## config.mk

```make
export PLATFORM = sky130hd
export DESIGN_NAME = lfsr_stream_cipher
export DESIGN_NICKNAME = d
export VERILOG_FILES = /design/src/rtl/lfsr_stream_cipher_pkg.sv /design/src/rtl/lfsr_stream_cipher_keygen.sv /design/src/rtl/lfsr_stream_cipher.sv
export SDC_FILE = /design/constraint.sdc
export NUM_CORES = 1
export LEC_CHECK = 0
export ABC_AREA = 1
export CORE_ASPECT_RATIO = 0.8
export CORE_MARGIN = 3
export CORE_UTILIZATION = 38
export CTS_CLUSTER_DIAMETER = 120
export DETAILED_ROUTE_END_ITERATION = 6
export HOLD_SLACK_MARGIN = 0.05
export PLACE_DENSITY_LB_ADDON = 0.3
export SETUP_SLACK_MARGIN = 0.15
export SKIP_CTS_REPAIR_TIMING = 1
export SLEW_MARGIN = 15
export SYNTH_ARGS = -nofsm -noshare
export SYNTH_HDL_FRONTEND = slang
export SYNTH_SLANG_ARGS = --single-unit
```

## constraint.sdc

```tcl
create_clock -name clk -period 5.5 [get_ports clk]
set_input_delay 1.1 -clock clk [delete_from_list [all_inputs] [get_ports clk]]
set_output_delay 1.1 -clock clk [all_outputs]
set_load 0.005 [all_outputs]
```

## src/rtl/lfsr_stream_cipher_pkg.sv

```systemverilog
// Shared constants and types for the LFSR stream cipher: printable-table bounds,
// FSM state encoding and the default 16-bit Galois tap mask.
package lfsr_cipher_pkg;

    localparam logic [7:0]  TABLE_LO       = 8'h20;
    localparam logic [7:0]  TABLE_HI       = 8'h7E;
    localparam logic [7:0]  TABLE_SIZE     = 8'd95;
    localparam logic [15:0] DEFAULT_TAPS16 = 16'hB400;

    typedef enum logic {
        IDLE = 1'b0,
        RUN  = 1'b1
    } state_t;

    // A byte is below 3*95, so two conditional subtractions give k mod 95.
    function automatic logic [6:0] mod95(input logic [7:0] k);
        logic [7:0] r;
        r = k;
        if (r >= TABLE_SIZE) r = r - TABLE_SIZE;
        if (r >= TABLE_SIZE) r = r - TABLE_SIZE;
        return r[6:0];
    endfunction

endpackage

```

## src/rtl/lfsr_stream_cipher_keygen.sv

```systemverilog
// Galois right-shift LFSR keystream generator; STEP shifts are unrolled into
// one combinational advance so a whole key byte is produced per cycle.
module lfsr_keygen
    import lfsr_cipher_pkg::*;
#(
    parameter int                LFSR_W = 16,
    parameter logic [LFSR_W-1:0] TAPS   = DEFAULT_TAPS16,
    parameter int                STEP   = 1
) (
    input  logic              clk,
    input  logic              rst,
    input  logic              load,
    input  logic [LFSR_W-1:0] seed,
    input  logic              advance,
    output logic [7:0]        key
);

    logic [LFSR_W-1:0] state;
    logic [LFSR_W-1:0] next_state;

    always_comb begin
        next_state = state;
        for (int i = 0; i < STEP; i++) begin
            next_state = (next_state >> 1) ^ (next_state[0] ? TAPS : '0);
        end
    end

    // An all-zero state would lock the register, so a zero seed becomes 1.
    always_ff @(posedge clk) begin
        if (rst) begin
            state <= LFSR_W'(1);
        end else if (load) begin
            state <= (seed == '0) ? LFSR_W'(1) : seed;
        end else if (advance) begin
            state <= next_state;
        end
    end

    assign key = state[7:0];

endmodule

```

## src/rtl/lfsr_stream_cipher.sv

```systemverilog
// Character stream cipher: XOR or printable-table (mod-95) transform keyed by an
// LFSR, with valid/ready on both sides and a one-cycle registered output.
module lfsr_stream_cipher
    import lfsr_cipher_pkg::*;
#(
    parameter int                LFSR_W = 16,
    parameter logic [LFSR_W-1:0] TAPS   = DEFAULT_TAPS16,
    parameter int                STEP   = 1,
    parameter int                CNT_W  = 16
) (
    input  logic              clk,
    input  logic              rst,
    input  logic              start,
    input  logic [LFSR_W-1:0] seed_in,
    input  logic              mode_dec,
    input  logic              table_mode,
    input  logic              in_valid,
    output logic              in_ready,
    input  logic [7:0]        in_data,
    output logic              out_valid,
    input  logic              out_ready,
    output logic [7:0]        out_data,
    output logic              out_in_table,
    output logic              busy,
    output logic [CNT_W-1:0]  char_count
);

    state_t     state;
    logic       dec_q;
    logic       tab_q;
    logic [7:0] key;
    logic       xfer;
    logic       advance;
    logic       in_tab;
    logic [6:0] idx;
    logic [6:0] r;
    logic [7:0] tab_idx;
    logic [7:0] res_data;
    logic       res_tab;

    // Handshake: a character moves on an edge where in_valid && in_ready. The
    // output register may take a new character only when it is empty or being
    // drained this cycle; out_valid/out_data hold until out_ready is seen.
    assign in_ready = (state == RUN) && !start && (!out_valid || out_ready);
    assign xfer     = in_valid && in_ready;
    assign busy     = (state == RUN);

    always_comb begin
        in_tab  = (in_data >= TABLE_LO) && (in_data <= TABLE_HI);
        idx     = 7'(in_data - TABLE_LO);
        r       = mod95(key);
        tab_idx = 8'd0;
        if (!dec_q) begin
            tab_idx = {1'b0, idx} + {1'b0, r};
            if (tab_idx >= TABLE_SIZE) tab_idx = tab_idx - TABLE_SIZE;
        end else if (idx >= r) begin
            tab_idx = {1'b0, idx} - {1'b0, r};
        end else begin
            tab_idx = {1'b0, idx} + TABLE_SIZE - {1'b0, r};
        end

        res_tab  = 1'b0;
        res_data = in_data ^ key;
        if (tab_q) begin
            res_tab  = in_tab;
            res_data = in_tab ? (tab_idx + TABLE_LO) : in_data;
        end
    end

    // Out-of-table characters leave the keystream untouched so both ends stay aligned.
    assign advance = xfer && (!tab_q || in_tab);

    lfsr_keygen #(
        .LFSR_W (LFSR_W),
        .TAPS   (TAPS),
        .STEP   (STEP)
    ) u_keygen (
        .clk     (clk),
        .rst     (rst),
        .load    (start),
        .seed    (seed_in),
        .advance (advance),
        .key     (key)
    );

    always_ff @(posedge clk) begin
        if (rst) begin
            state        <= IDLE;
            dec_q        <= 1'b0;
            tab_q        <= 1'b0;
            out_valid    <= 1'b0;
            out_data     <= 8'd0;
            out_in_table <= 1'b0;
            char_count   <= '0;
        end else if (start) begin
            state      <= RUN;
            dec_q      <= mode_dec;
            tab_q      <= table_mode;
            out_valid  <= 1'b0;
            char_count <= '0;
        end else if (xfer) begin
            out_valid    <= 1'b1;
            out_data     <= res_data;
            out_in_table <= res_tab;
            if (char_count != '1) char_count <= char_count + CNT_W'(1);
        end else if (out_ready) begin
            out_valid <= 1'b0;
        end
    end

endmodule

```

* Word-level counts from Yosys, hierarchy flattened
Cells that the tools add are included.
Cells by class: multiplexer cells 14, reduce and logical (&&, ||, !) cells 16, bitwise operators 3, $add $sub $neg 10, equality and inequality tests 1, order comparisons 6
Operators with widths (count):
- 2-to-1 mux 16 bit | 4
- 2-to-1 mux 8 bit | 6
- greater-or-equal comparator 8 x 7 -> 1 bit, second input constant | 3
- adder 16 x 1 -> 16 bit, second input constant | 1
- zero test 16 bit | 1
- inequality test 16 bit, second input constant | 1
- subtractor 8 x 7 -> 8 bit, second input constant | 2
- bitwise XOR 15 x 16 -> 16 bit | 1
- adder 7 x 7 -> 8 bit | 1
- adder 7 x 7 -> 8 bit, second input constant | 1
- adder 8 x 6 -> 8 bit, second input constant | 1
- greater-or-equal comparator 8 x 6 -> 1 bit, second input constant | 1
- less-or-equal comparator 8 x 7 -> 1 bit, second input constant | 1
- subtractor 7 x 7 -> 8 bit | 1
- subtractor 8 x 7 -> 8 bit | 1
- bitwise XOR 8 bit | 1
- greater-or-equal comparator 7 bit | 1
- 2-to-1 mux 7 bit | 1
- subtractor 7 x 6 -> 7 bit, second input constant | 1
- subtractor 7 bit, second input constant | 1
- logical AND 1 bit | 5
- AND reduction 2 bit | 2
- nonzero test 2 bit | 2
- zero test 1 bit | 3
- 4 further kinds | 7
Word-level totals: word-level logic and storage cells 58, bits in registers 45, input bits 31, output and inout port bits 28

* Logic depth before layout (Yosys ltp)
Gate-level depths: netlist of the first run.
word-level depth 11, depth in mapped cells 40, depth with buffers taken out 38

* Modules after synthesis
Synthesis of the first run repeated with hierarchy kept, for this count alone.
Second synthesis, totals: cells, all modules 635, area total of the unflattened synthesis 4115.2 µm²
Modules (own cells, without submodules):
- lfsr_stream_cipher | cells each 505, area an instance 3200.6 µm², times used 1, seq. area each 580.6 µm²
- lfsr_keygen | cells each 130, area an instance 914.6 µm², times used 1, seq. area each 320.3 µm²

* Least setup slack after synthesis of the first run
No wires, ideal clock.
path kind reg2reg, start point reg u_keygen.state[1], end point reg out_data[7], required time 5368 ps, path slack 969 ps, cell stages (with the launch flop) 37, buffers on the path 1, setup time 132 ps, arrival 4398 ps, period minus slack after synthesis 4531 ps, path through dfxtp_1 ha_1 nand2_2 nor2_4 nand2_2 nand2_2 nand2_4 nand2_8 xor2_4 ha_1 nand2_2 nor2_4 nand3_4 nand2_8 xor2_1 ha_1 inv_1 fa_1 inv_1 ha_1 inv_1 nor2_1 nand3_1 o21ai_1 nand2_1 nand2_1 buf_4 nand2_1 nand3_1 nand2_1 nand2_1 inv_1 ha_1 inv_1 nand3_1 nand3_1 a21oi_1
Between the ends: cells in the longest elaborated chain, start to end 11, elaborated cells between the ends (all ways) 18, those cells by class add/sub (7); order compare (4); mux (7)
Ends and longest elaborated chain:
- start: declaration | RTL line lfsr_stream_cipher_keygen.sv:18 | logic [LFSR_W-1:0] state;
- start signal: assignment | RTL line lfsr_stream_cipher_keygen.sv:33 | state <= (seed == '0) ? LFSR_W'(1) : seed;
- start signal: assignment | RTL line lfsr_stream_cipher_keygen.sv:35 | state <= next_state;
- subtractor 8 x 7 -> 8 bit or greater-or-equal comparator 8 x 7 -> 1 bit (tied branches) | RTL line lfsr_stream_cipher_pkg.sv:19 | if (r >= TABLE_SIZE) r = r - TABLE_SIZE;
- 2-to-1 mux 8 bit * | RTL line lfsr_stream_cipher_pkg.sv:19
- subtractor 7 bit or greater-or-equal comparator 8 x 7 -> 1 bit (tied branches) | RTL line lfsr_stream_cipher_pkg.sv:20 | if (r >= TABLE_SIZE) r = r - TABLE_SIZE;
- 2-to-1 mux 7 bit * | RTL line lfsr_stream_cipher_pkg.sv:20
- adder 7 x 7 -> 8 bit | RTL line lfsr_stream_cipher.sv:54 | tab_idx = {1'b0, idx} + {1'b0, r};
- subtractor 8 x 7 -> 8 bit or greater-or-equal comparator 8 x 7 -> 1 bit (tied branches) | RTL line lfsr_stream_cipher.sv:55 | if (tab_idx >= TABLE_SIZE) tab_idx = tab_idx - TABLE_SIZE;
- 2-to-1 mux 8 bit | RTL line lfsr_stream_cipher.sv:55
- 2-to-1 mux 8 bit * | RTL line lfsr_stream_cipher.sv:53 | if (!dec_q) begin
- adder 8 x 6 -> 8 bit * | RTL line lfsr_stream_cipher.sv:66 | res_data = in_tab ? (tab_idx + TABLE_LO) : in_data;
- 2-to-1 mux 8 bit * | RTL line lfsr_stream_cipher.sv:66
- 2-to-1 mux 8 bit * | RTL line lfsr_stream_cipher.sv:64 | if (tab_q) begin
- end signal: assignment | RTL line lfsr_stream_cipher.sv:103 | out_data <= res_data;
- end: declaration | RTL line lfsr_stream_cipher.sv:22 | output logic [7:0] out_data,
Every way passes the cells marked *; elsewhere a longest branch is shown, timed or not. A chain may end at the register's enable or synchronous reset.

* Worst setup path after layout of the first run
Same ends and word-level chain as after synthesis.

==> results.sh, run 1 <==
export IMPL_wirelength_mm=11.2
export IMPL_rrSetupSlack_ps=640
export IMPL_place_ws_ps=299
export IMPL_finish_utilization_pct=47.8
export IMPL_cp_num_cells=35
export IMPL_r2r_end="out_data[7]"
export IMPL_rows=33
export IMPL_skew_ps=6.31
export IMPL_clk_latency_ps=290
export IMPL_critPathRequiredTime_ps=5630
export IMPL_gr_total_overflow=0
export IMPL_drtIter0Drc=298
export IMPL_n_antenna_cell=0
export IMPL_design_portCount=59
export IMPL_p_leak_nw=2.10
export IMPL_start_kind="flip-flop"
export IMPL_cap_violations=0
export IMPL_critPathBufInv=5
export IMPL_syn_inst=613
export IMPL_grt_use_total_pct=19.0
export IMPL_rr_worst_depth=35
export IMPL_grt_max_degree=33
export IMPL_gp_congestion=0.917
export IMPL_postRouteAntennaNets=0
export IMPL_cts_tree="built"
export IMPL_arrival_ps=4990
export IMPL_cts_max_path_buffers=2
export IMPL_syn_nets=681
export IMPL_finalCritPeriodShare_pct=88.3
export IMPL_p_per_area_nw_per_um2=253
export IMPL_core_area_um2=10400
export IMPL_rsz0062_at_grt="false"
export IMPL_path_max_fanout=11
export IMPL_h_tree_depth=2
export IMPL_seq_area_frac_synth_pct=21.8
export IMPL_final_common_cell="nand2_1"
export IMPL_fmax_ghz=0.206
export IMPL_crit_type="flip-flop to flip-flop"
export IMPL_final_cell_mix="nand2_1 (124), inv_1 (78), clkdlybuf4s50_1 (58)"
export IMPL_cts_root_buf="clkbuf_16"
export IMPL_ir_worst_vdd_mv=0.113
export IMPL_holdCritPathClass="flip-flop to flip-flop"
export IMPL_synth_edf_count=0
export IMPL_wl_per_cell_um=14.0
export IMPL_cts_inserted_buffers=5
export IMPL_grt_pass1_wl_mm=18.7
export IMPL_setup_viol=0
export IMPL_critical_path_slowest_cell="fa_1"
export IMPL_hold_viol_final=0
export IMPL_synth_async_reset_ratio_pct=0
export IMPL_synthDistinctLibCells=54
export IMPL_synth_seq_cells=45
export IMPL_synth_area_leaders="dfxtp_1 (22%), nand2_1 (11%), ha_1 (9.1%)"
export IMPL_crit_family="simple AND/OR/NAND/NOR gates"
export IMPL_ys_flop_type="dfxtp_1"
export IMPL_status="finished, final reports clean"
export IMPL_die_w_um=122
export IMPL_grt_pass1_vias=3852
export IMPL_synth_area_um2=4120
export IMPL_port_buffers=58
export IMPL_yosysTopAreaCell="dfxtp_1"
export IMPL_rr_startpoint="u_keygen.state[1]"
export IMPL_die_y_um=99.2
export IMPL_tns_ps=0
export IMPL_cp_common_cell="inv_1"
export IMPL_viasPerCell=5.22
export IMPL_clk_pin_slew_ps=60
export IMPL_drt_pass1_iterations=6
export IMPL_drive_above_1_share_pct=8.94
export IMPL_final_nets=727
export IMPL_synth_top_cell_area_share_pct=21.8
export IMPL_finalWorstSetupSlack_ps=641
export IMPL_worst_pin_slew_ps=1020
export IMPL_num_vias=4175
export IMPL_cts_sinks=45
export IMPL_die_area_um2=12100
export IMPL_yosysWarnings=0
export IMPL_antenna_found_initial=0
export IMPL_syn2layout_area_growth_pct=20.5
export IMPL_critPathCaptureType="flip-flop"
export IMPL_crit_end="out_data[7]"
export IMPL_maxSlewHeadroom_pct=32.1
export IMPL_drcViolationCount=0
export IMPL_critPathMaxStageDelay_ps=470
export IMPL_crit_path_start="u_keygen.state[1]"
export IMPL_p_total_mw=1.26
export IMPL_slew_viol_final=0
export IMPL_dp_hpwl_mm=9.11
export IMPL_start_util_pct=39.6
export IMPL_fin_crit_ps=4860
export IMPL_syn_avg_cell_area_um2=6.73
==> routing by layer <==
| metal | track usage, % | routed length, µm |
|---|---|---|
| met4 | 3.61 | 97 |
| met5 | 0 | 0 |
| met3 | 3.98 | 668 |
| met1 | 27.9 | 5520 |
| met2 | 28.8 | 4950 |
==> cell type report <==
class,count,area (µm²)
Multi-Input combinational cell,460,2830
Inverter,88,330
Sequential cell,45,905
Clock buffer,6,129
Timing Repair Buffer,59,588
Fill cell,1067,5430
Clock inverter,2,10.0
Tap cell,140,175
==> Yosys cell counts (all sizes together), types with 3 or more instances <==
library cell  instances
o211ai                5
a21o                  4
nor3                 12
o31ai                 4
nor2                 52
ha                   30
o21a                  3
nor4                  5
dfxtp                45
xor2                 16
inv                  87
nand3                43
clkbuf               12
buf                   8
fa                    7
a21oi                44
nand4                12
xnor2                 3
a311oi               12
o21ai                46
nand2               141
or2                   3
a31oi                 6
==> sequential cells by signal, summed over array words and instances, names as in the netlist <==
signal          count
u_keygen.state     16
out_valid           1
busy                1
dec_q               1
out_data            8
out_in_table        1
char_count         16
tab_q               1
==> worst min-delay path by stage <==
stage	from	end	slack (ps)	cells past startpoint
finish	u_keygen.state[15]	u_keygen.state[14]	480	2
global route	u_keygen.state[15]	u_keygen.state[14]	510	2
CTS	u_keygen.state[15]	u_keygen.state[14]	490	2
detailed placement	u_keygen.state[15]	u_keygen.state[14]	480	2
global placement	u_keygen.state[12]	u_keygen.state[11]	470	2
floorplan	u_keygen.state[12]	u_keygen.state[11]	460	2
==> worst register-to-register path: cells and delay by family, from the launching register on <==
kind                       cells  cell delay (ps)
adders and majority gates      6             1450
buffers and inverters          5              270
xor gates and xnor gates       2              480
and+or+nand+nor               20             1870
AOI/OAI and AO/OA              2              230
DFF                            1              390
==> report_power, final <==
part           internal (mW)  leakage [nW]  switching [mW]  total (mW)
clock network          0.167        0.0706           0.122       0.289
registers              0.341         0.369          0.0160       0.357
logic                  0.228          1.66           0.383       0.611
total                  0.735          2.10           0.521        1.26
==> kinds of logic (layout without fill, tap and decap cells) <==
family | after synthesis | in the layout | share of synthesized area [%]
AO/OA/AOI/OAI | 131 | 131 | 19.4
AND/OR/NAND/NOR | 273 | 273 | 31.2
flip-flops | 45 | 45 | 21.8
adder cells (fa/ha/maj) | 37 | 37 | 12.5
XOR/XNOR | 19 | 19 | 4.67
buffers and inverters | 108 | 155 | 10.4
==> per-stage QoR <==
step | area [µm²] | cells | hold WS, ps
finish | 4970 | 800 | 483
global route | 4970 | 800 | 508
CTS | 4930 | 800 | 487
detailed placement | 4790 | 792 | 478
global placement | 4790 | 792 | 470
floorplan | 4120 | 613 | 459
Note: power is estimated with default switching activity, not from simulation.
==> run 2: changes to the inputs <==
--- a/config.mk
+++ b/config.mk
@@ -6,7 +6,6 @@
 export NUM_CORES = 1
 export LEC_CHECK = 0
 export ABC_AREA = 1
-export CORE_ASPECT_RATIO = 0.8
 export CORE_MARGIN = 3
 export CORE_UTILIZATION = 38
 export CTS_CLUSTER_DIAMETER = 120
==> results.sh, run 2 (synthesis results as in run 1) <==
export IMPL_wirelength_mm=11.1
export IMPL_drcViolationCount=0
export IMPL_critPathRequiredTime_ps=5670
export IMPL_rsz0062_at_grt="false"
export IMPL_rows=37
export IMPL_grt_use_total_pct=18.7
export IMPL_clk_pin_slew_ps=80
export IMPL_clk_latency_ps=300
export IMPL_place_inst=789
export IMPL_r2r_end="out_data[7]"
export IMPL_fin_crit_ps=4880
export IMPL_cts_root_buf="clkbuf_8"
export IMPL_cap_violations=0
export IMPL_p_per_area_nw_per_um2=244
export IMPL_h_tree_depth=2
export IMPL_p_seq_share_pct=29.7
export IMPL_cts_inserted_buffers=5
export IMPL_core_area_um2=10400
export IMPL_cts_max_path_buffers=2
export IMPL_port_buffers=58
export IMPL_wl_per_cell_um=14.0
export IMPL_maxSlewHeadroom_pct=38.6
export IMPL_p_total_mw=1.20
export IMPL_reg_top3="char_count x16, u_keygen.state x16, out_data x8"
export IMPL_critPathCaptureType="flip-flop"
export IMPL_grt_pass1_wl_mm=18.1
export IMPL_min_from="u_keygen.state[15]"
export IMPL_finalCritPeriodShare_pct=88.7
export IMPL_critical_path_slowest_cell="fa_1"
export IMPL_slew_viol_final=0
export IMPL_gp_congestion=0.937
export IMPL_die_w_um=110
export IMPL_cp_common_cell="inv_1"
export IMPL_fillerInstances=1075
export IMPL_rr_worst_depth=35
export IMPL_setup_viol=0
export IMPL_n_antenna_cell=0
export IMPL_dp_hpwl_mm=9.06
export IMPL_status="finished, final reports clean"
export IMPL_postRouteAntennaNets=0
export IMPL_cts_sinks=45
export IMPL_tns_ps=0
export IMPL_switching_share_pct=41.8
export IMPL_gr_total_overflow=0
export IMPL_min_delay_path_depth=2
export IMPL_viasPerCell=5.15
export IMPL_ir_worst_vdd_mv=0.121
export IMPL_arrival_ps=5050
export IMPL_start_kind="flip-flop"
export IMPL_drt_pass1_iterations=4
export IMPL_cts_tree="built"
export IMPL_p_sw_mw=0.501
export IMPL_p_leak_nw=2.08
export IMPL_antenna_found_initial=0
export IMPL_start_util_pct=39.6
export IMPL_fmax_ghz=0.205
export IMPL_finish_utilization_pct=47.2
export IMPL_internal_power_mw=0.699
export IMPL_drtIter0Drc=193
export IMPL_syn2layout_area_growth_pct=19.2
export IMPL_crit_type="flip-flop to flip-flop"
export IMPL_holdCritPathClass="flip-flop to flip-flop"
export IMPL_drive_above_1_share_pct=8.79
export IMPL_p_clk_share_pct=20.4
export IMPL_skew_ps=11.1
export IMPL_hold_viol_final=0
export IMPL_rrSetupSlack_ps=620
export IMPL_die_y_um=110
export IMPL_worst_pin_slew_ps=919
export IMPL_holdPathEnd="u_keygen.state[14]"
export IMPL_critPathMaxStageDelay_ps=480
export IMPL_path_max_fanout=11
export IMPL_die_area_um2=12100
export IMPL_finalWorstSetupSlack_ps=622
export IMPL_design_portCount=59
export IMPL_final_nets=728
export IMPL_grt_max_degree=33
export IMPL_final_common_cell="nand2_1"
export IMPL_grt_pass1_vias=3857
export IMPL_final_cells=796
export IMPL_rr_startpoint="u_keygen.state[1]"
export IMPL_num_vias=4097
export IMPL_place_ws_ps=369
export IMPL_final_cell_mix="nand2_1 (124), inv_1 (78), clkdlybuf4s50_1 (58)"
export IMPL_power_frac_comb_pct=49.9
## run 2: worst max path at each step
stage / startpoint / end / slack (ps) / depth (start not counted)
after floorplan: u_keygen.state[1] / out_data[7] / 970 / 36
after global placement: u_keygen.state[1] / out_data[7] / 630 / 36
after detailed placement: u_keygen.state[1] / out_data[7] / 370 / 36
after CTS: u_keygen.state[1] / out_data[7] / 330 / 36
after global routing: u_keygen.state[1] / out_data[7] / 130 / 37
final: u_keygen.state[1] / out_data[7] / 620 / 35
## run 2: metrics by stage
stage | hold slack, ps | area [µm²]
2_1_floorplan | 459 | 4120
3_5_place_dp | 482 | 4790
5_1_grt | 520 | 4920
3_3_place_gp | 472 | 4790
6_report | 494 | 4920
4_1_cts | 489 | 4890
## run 2: worst max-delay path, delay by kind of cell (launching register included)
kind | cells | cell delay [ps]
DFF | 1 | 410
and+or+nand+nor | 20 | 1890
AOI/OAI and AO/OA | 2 | 230
adders and majority gates | 6 | 1510
xor gates and xnor gates | 2 | 430
buffers and inverters | 5 | 280
## run 2: power by group through the flow
stage               Combinational, mW  Sequential, mW  Clock (mW)
global placement                0.576           0.363           0
CTS                             0.588           0.357       0.250
detailed placement              0.585           0.364           0
finish                          0.599           0.357       0.245
global route                    0.682           0.359       0.263
floorplan                       0.454           0.358           0
## run 2: routing by layer
metal	global-route usage [%]	share of wire [%]	wire length [µm]
met5	0	0	0
met4	5.28	1.8	201
met3	2.62	4.8	533
met2	31.3	47	5220
met1	25.0	46	5170
## run 2: area by class of cell
class	count	area, µm²	share of cell area, %
Clock buffer	5	68.8	1.40
Inverter	88	330	6.72
Timing Repair Buffer	60	596	12.1
Clock inverter	2	35.0	0.713
Tap cell	136	170	3.46
Multi-Input combinational cell	460	2810	57.2
Sequential cell	45	902	18.4
==> run 3: changes to the inputs <==
==> constraint.sdc (replaced) <==
create_clock -name clk -period 5.63 [get_ports clk]
set_input_delay 1.126 -clock clk [delete_from_list [all_inputs] [get_ports clk]]
set_output_delay 1.126 -clock clk [all_outputs]
set_load 0.005 [all_outputs]
==> results.sh, run 3 (synthesis results as in run 1) <==
export IMPL_status="finished, final reports clean"
export IMPL_cts_inserted_buffers=5
export IMPL_fmax_ghz=0.205
export IMPL_grt_pass1_wl_mm=18.0
export IMPL_worst_pin_slew_ps=927
export IMPL_cts_tree="built"
export IMPL_syn2layout_area_growth_pct=18.7
export IMPL_tns_ps=0
export IMPL_postRouteAntennaNets=0
export IMPL_viasPerCell=5.22
export IMPL_arrival_ps=5060
export IMPL_rows=37
export IMPL_critPathCaptureType="flip-flop"
export IMPL_grt_use_total_pct=18.5
export IMPL_maxSlewHeadroom_pct=38.1
export IMPL_cap_violations=0
export IMPL_critPathRequiredTime_ps=5810
export IMPL_die_area_um2=12100
export IMPL_wl_per_cell_um=13.9
export IMPL_grt_max_degree=33
export IMPL_min_delay_path_depth=2
export IMPL_skew_ps=14.6
export IMPL_final_cells=797
export IMPL_wirelength_mm=11.1
export IMPL_core_area_um2=10400
export IMPL_final_common_cell="nand2_1"
export IMPL_rr_worst_depth=36
export IMPL_holdCritPathClass="flip-flop to flip-flop"
export IMPL_drtIter0Drc=216
export IMPL_critical_path_slowest_cell="fa_1"
export IMPL_final_nets=728
export IMPL_h_tree_depth=2
export IMPL_cts_sinks=45
export IMPL_fillerInstances=1054
export IMPL_design_portCount=59
export IMPL_critPathMaxStageDelay_ps=470
export IMPL_num_vias=4158
export IMPL_final_cell_mix="nand2_1 (124), inv_1 (78), clkdlybuf4s50_1 (58)"
export IMPL_grt_pass1_vias=3900
export IMPL_n_antenna_cell=0
export IMPL_regArea_um2=902
export IMPL_port_buffers=58
export IMPL_crit_type="flip-flop to flip-flop"
export IMPL_p_leak_nw=2.08
export IMPL_drt_pass1_iterations=5
export IMPL_place_inst=789
export IMPL_path_max_fanout=11
export IMPL_cts_root_buf="clkbuf_8"
export IMPL_reg_top3="char_count x16, u_keygen.state x16, out_data x8"
export IMPL_start_kind="flip-flop"
export IMPL_ir_worst_vdd_mv=0.156
export IMPL_setup_viol=0
export IMPL_dp_hpwl_mm=9.01
export IMPL_slew_viol_final=0
export IMPL_antenna_found_initial=0
export IMPL_drive_above_1_share_pct=8.62
export IMPL_clk_latency_ps=300
export IMPL_clk_pin_slew_ps=80
export IMPL_cp_common_cell="inv_1"
export IMPL_drcViolationCount=0
export IMPL_finalCritPeriodShare_pct=86.7
export IMPL_fin_crit_ps=4880
export IMPL_die_y_um=110
export IMPL_multi_input_area_um2=2800
export IMPL_rsz0062_at_grt="false"
export IMPL_hold_viol_final=0
export IMPL_die_w_um=110
export IMPL_p_per_area_nw_per_um2=233
export IMPL_start_util_pct=39.6
export IMPL_cts_max_path_buffers=2
export IMPL_gr_total_overflow=0
export IMPL_gp_congestion=0.937
## run 3: layout make-up
cell class | count | area share (%)
multi-input cells | 460 | 57.2
flip-flops and latches | 45 | 18.4
repair buffers | 60 | 12.2
inverters | 88 | 6.75
well taps | 136 | 3.48
clock buffers | 6 | 1.69
clock inverters | 2 | 0.281
## run 3: path summary, 6_finish.rpt
| kind | endpoint | slack [ps] | startpoint |
|---|---|---|---|
| worst min-delay path | u_keygen.state[14] | 490 | u_keygen.state[15] |
| worst min register to register | u_keygen.state[14] | 490 | u_keygen.state[15] |
| worst max register to register | out_data[7] | 750 | u_keygen.state[1] |
| worst max-delay path | out_data[7] | 750 | u_keygen.state[1] |
## run 3: report_power, final
part	internal [mW]	switching [mW]	leakage [nW]	total, mW
combinational	0.220	0.362	1.66	0.582
clock	0.0996	0.112	0.0512	0.212
sequential	0.333	0.0161	0.368	0.349
total	0.652	0.490	2.08	1.14
## run 3: per-layer routing
layer / part of all wire (%) / track usage [%]
met1: 46 / 24.6
met2: 48 / 31.9
met3: 4.8 / 2.56
met4: 1.1 / 3.87
met5: 0 / 0
## run 3: through the flow
step	area (µm²)	total power [mW]	util, %	hold WS [ps]	setup WS, ps
after detailed placement	4790	0.928	46.0	477	510
after global placement	4790	0.918	46.0	472	757
after global routing	4890	1.24	47.0	521	163
after floorplan	4120	0.793	-	459	1100
final	4890	1.14	47.0	491	752
after CTS	4890	1.14	46.9	490	498
## run 3: worst max-delay path: cells and delay by family (launching register included)
| family | cells | cell delay, ps |
|---|---|---|
| buf+inv | 6 | 400 |
| compound gates | 3 | 350 |
| xor+xnor | 1 | 210 |
| flops | 1 | 420 |
| fa+ha+maj | 6 | 1470 |
| simple gates | 20 | 1880 |
